**src/rtl/fetch_queue.sv**
```systemverilog
// Instruction fetch queue: circular buffer of {pc, instr} pairs between fetch and decode.
// Full raises stall to hold the PC register; a redirect flush empties the queue.
module fetch_queue #(
    parameter int          DEPTH    = 4,
    parameter logic [31:0] RESET_PC = 32'h0000_3000
) (
    input  logic                       clk,
    input  logic                       reset,
    input  logic                       f_valid,
    input  logic [31:0]                f_pc,
    input  logic [31:0]                f_instr,
    output logic                       stall,
    input  logic                       flush,
    input  logic                       d_ready,
    output logic                       d_valid,
    output logic [31:0]                d_pc,
    output logic [31:0]                d_instr,
    output logic [$clog2(DEPTH):0]     count
);

    localparam int AW = $clog2(DEPTH);
    localparam int CW = AW + 1;

    logic [63:0]   mem [DEPTH];
    logic [AW-1:0] rp;
    logic [AW-1:0] wp;
    logic [CW-1:0] cnt;
    logic          push;
    logic          pop;
    logic          full;
    logic          empty;

    // Status is decoded from the registered occupancy only, so stall has no input path.
    assign full  = (cnt == CW'(DEPTH));
    assign empty = (cnt == '0);

    assign push = f_valid & ~full & ~flush;
    assign pop  = ~empty & d_ready & ~flush;

    always_ff @(posedge clk or negedge reset) begin
        if (!reset) begin
            rp  <= '0;
            wp  <= '0;
            cnt <= '0;
        end else if (flush) begin
            rp  <= '0;
            wp  <= '0;
            cnt <= '0;
        end else begin
            if (push) begin
                wp <= wp + 1'b1;
            end
            if (pop) begin
                rp <= rp + 1'b1;
            end
            case ({push, pop})
                2'b10:   cnt <= cnt + CW'(1);
                2'b01:   cnt <= cnt - CW'(1);
                default: cnt <= cnt;
            endcase
        end
    end

    // Storage is not reset; occupancy alone decides what is visible.
    always_ff @(posedge clk) begin
        if (push) begin
            mem[wp] <= {f_pc, f_instr};
        end
    end

    always_comb begin
        d_pc    = RESET_PC;
        d_instr = 32'h0000_0000;
        if (!empty) begin
            d_pc    = mem[rp][63:32];
            d_instr = mem[rp][31:0];
        end
    end

    assign stall   = full;
    assign d_valid = ~empty;
    assign count   = cnt;

endmodule

```
**config.mk**
```make
export PLATFORM = sky130hd
export DESIGN_NAME = fetch_queue
export DESIGN_NICKNAME = d
export VERILOG_FILES = /design/src/rtl/fetch_queue.sv
export SDC_FILE = /design/constraint.sdc
export NUM_CORES = 1
export LEC_CHECK = 0
export BUFFER_PORTS_ARGS = -buffer_cell sky130_fd_sc_hd__buf_2
export CAP_MARGIN = 10
export CORE_UTILIZATION = 30
export CTS_BUF_LIST = sky130_fd_sc_hd__clkbuf_8
export CTS_CLUSTER_DIAMETER = 80
export CTS_CLUSTER_SIZE = 12
export DETAILED_ROUTE_END_ITERATION = 6
export PLACE_DENSITY = 0.49
export SKIP_CTS_REPAIR_TIMING = 1
export SLEW_MARGIN = 25
export SYNTH_ARGS = -nofsm -noshare
export SYNTH_HDL_FRONTEND = slang
export SYNTH_SLANG_ARGS = --single-unit
```
**constraint.sdc**
```tcl
create_clock -name clk -period 3.7 [get_ports clk]
set_input_delay 0.37 -clock clk [delete_from_list [all_inputs] [get_ports clk]]
set_output_delay 0.37 -clock clk [all_outputs]
set_load 0.01 [all_outputs]
```
==> results.json <==
{
  "via_per_inst": 4.56,
  "cp.required_ns": 3.33,
  "slew_violations": 0,
  "area_growth_syn_to_layout_pct": 19.7,
  "finalCritPeriodShare_pct": 79.4,
  "dpl_cell_area_sq_mm": 0.0115,
  "leakagePower_nw": 4.14,
  "core-area_sq_mm": 0.0335,
  "vias": 5077,
  "combPwrFrac_pct": 19.9,
  "powerDensity_mw_per_mm2": 510,
  "crit_path_end_kind": "output pin",
  "yosysTopAreaCell": "edfxtp_1",
  "critPathKind": "flop to output pin",
  "grt_pass1_wl_microns": 32700,
  "rsz0062_at_grt": "no",
  "seq_area_sq_mm": 0.00787,
  "cp_slowest_stage_delay_ns": 0.59,
  "rows": 67,
  "syn_avg_cell_area_sq_um": 21.7,
  "p_seq_share_pct": 55.1,
  "intPower_w": 0.00460,
  "path_clk_slew_ns": 0.09,
  "synth_cells": 471,
  "synth_warnings": 0,
  "cp.arrival_ns": 2.57,
  "detail-route-antenna-nets": 0,
  "finalHoldViolCount": 0,
  "port_buffers": 137,
  "setup_viol": 0,
  "switchingPower_w": 0.00165,
  "start_util_pct": 30.5,
  "synth.net_count": 545,
  "clock-root-buffer": "clkbuf_8",
  "cp_max_fo": 63,
  "synth_edf_count": 256,
  "synthArstFlopShare_pct": 2.66,
  "start_kind": "flop",
  "post_drt_wl_per_cell_microns": 19.3,
  "netlist_top_cells_area": "edfxtp_1 (75%), mux4_2 (14%), and2_1 (4.0%), dfrtp_1 (1.7%), buf_6 (0.55%)",
  "p_sw_share_pct": 26.4,
  "numClockSinks": 263,
  "die_h_microns": 187,
  "multiInputGateArea_sq_mm": 0.00221,
  "layout_common_cells": "edfxtp_1 (256), buf_2 (137), mux4_2 (64), and2_1 (62), dlygate4sd3_1 (37)",
  "grt_overflow": 0,
  "ys_seq_area_share_pct": 76.8,
  "h-tree-depth": 1,
  "fin_skew_ns": 0.0341,
  "r2r_setup_slack_ns": 1.28,
  "layout_commonest_cell": "edfxtp_1",
  "worst_path_dominant_cell_family": "simple AND/OR/NAND/NOR gates",
  "cts_tree": "built",
  "cp_slowest_cell": "nor3_1",
  "drive_above_1_share_pct": 36.5,
  "fmax_mhz": 340,
  "worstMarginPinSlew_ns": 0.655,
  "drt-pass1-iter-count": 4,
  "fin_nets": 727,
  "synthFlopType": "edfxtp_1",
  "finish.instance_area_sq_mm": 0.0122,
  "peakVddDrop_mv": 0.280,
  "clockBufferDepth": 3,
  "io_pins": 138,
  "min_path_type": "input pin to flop",
  "drc": 0,
  "wirelength_microns": 21500,
  "drt_iter0_markers": 239,
  "path_buf_inv": 2,
  "die_w_microns": 187,
  "synth_top_cell_area_share_pct": 75.1,
  "antenna_found_initial": 1,
  "gp_congestion": 0.740,
  "fill_cells": 3162,
  "syn_area_sq_mm": 0.0102,
  "yosysUniqueCellTypes": 37,
  "finalWorstPathRequiredPeriod_ns": 2.94,
  "grt.total_usage_pct": 12.3,
  "clkLatencyLatePin_ns": 0.56,
  "clock_power_share_pct": 24.9,
  "maxCapViolations": 0,
  "dp_hpwl_microns": 12300,
  "crit_chain": "nor3_1 > inv_4 > and2_1 > buf_2",
  "outcome": "finished, final reports clean",
  "grt_max_degree": 64,
  "finalSetupTns_ns": 0,
  "ys_ff_latch": 263,
  "numCtsBuffers": 25,
  "first_global_vias": 5543,
  "relSlewSlack_pct": 56.3,
  "die_area_sq_mm": 0.0348
}
kinds of logic after synthesis:
kind of cell | share of synthesized area, %
xor+xnor | 0.257
flops | 76.8
buf+inv | 1.66
fa+ha+maj | 0.685
simple gates | 5.26
compound gates | 1.09
mux | 14.2
stage by stage:
step	setup slack [ns]	hold slack (ns)	power [W]	utilization (%)	instances
floorplan	0.734	0.0744	0.00429	-	471
global placement	1.14	0.226	0.00475	34.2	1037
detailed placement	1.23	0.227	0.00477	34.2	1037
CTS	0.574	-0.421	0.00635	35.4	1076
global route	0.478	0.00154	0.00657	36.5	1113
finish	0.762	0.0471	0.00625	36.5	1114
cell type report:
type                       instances  area share, %
antenna                            1         0.0204
clock buffer                      25           2.81
clock inverter                    14          0.490
inverter                           4          0.143
multi-input combinational        178           18.0
sequential                       263           64.3
tap                              448           4.58
timing repair buffer             181           9.66
worst paths after layout:
check                      startpoint     endpoint  cells after the start
setup / recovery             count[1]  d_instr[16]                      4
hold / removal               f_pc[11]   mem[0][43]                      1
setup reg to reg             count[1]   mem[3][19]                      4
hold reg to reg                 wp[0]        wp[0]                      2
max in group asynchronous       reset        rp[1]                      2
min in group asynchronous       reset     count[2]                      2
layer usage:
metal | vias to the layer above | GRT usage [%] | wire, microns
met4 | 0 | 2.68 | 358
li1 | 2258 | - | -
met2 | 127 | 21.9 | 11100
met5 | - | 0 | 0
met1 | 2663 | 15.3 | 9030
met3 | 29 | 2.54 | 945
Yosys cell counts, drive strengths merged (2+ instances only):
cell    instances
nor3            3
nand2b          2
or2             2
mux4           64
inv             4
dfrtp           7
clkbuf         10
nand2           2
edfxtp        256
or4             2
o21ai           3
and2           66
o211ai          2
buf            16
ha              4
nor2b           2
nor2            4
xor2            2
a21oi           5
power groups by stage:
stage	Clock (W)	Sequential (W)	Combinational (W)
global placement	0	0.00351	0.00124
detailed placement	0	0.00352	0.00126
global route	0.00175	0.00346	0.00136
floorplan	0	0.00347	0.000822
CTS	0.00164	0.00345	0.00126
finish	0.00156	0.00344	0.00124
registers in the layout, summed over array words and instances (netlist names):
register	flops
mem	256
count	3
rp	2
wp	2
No activity file was read; power rests on OpenSTA's default activity.
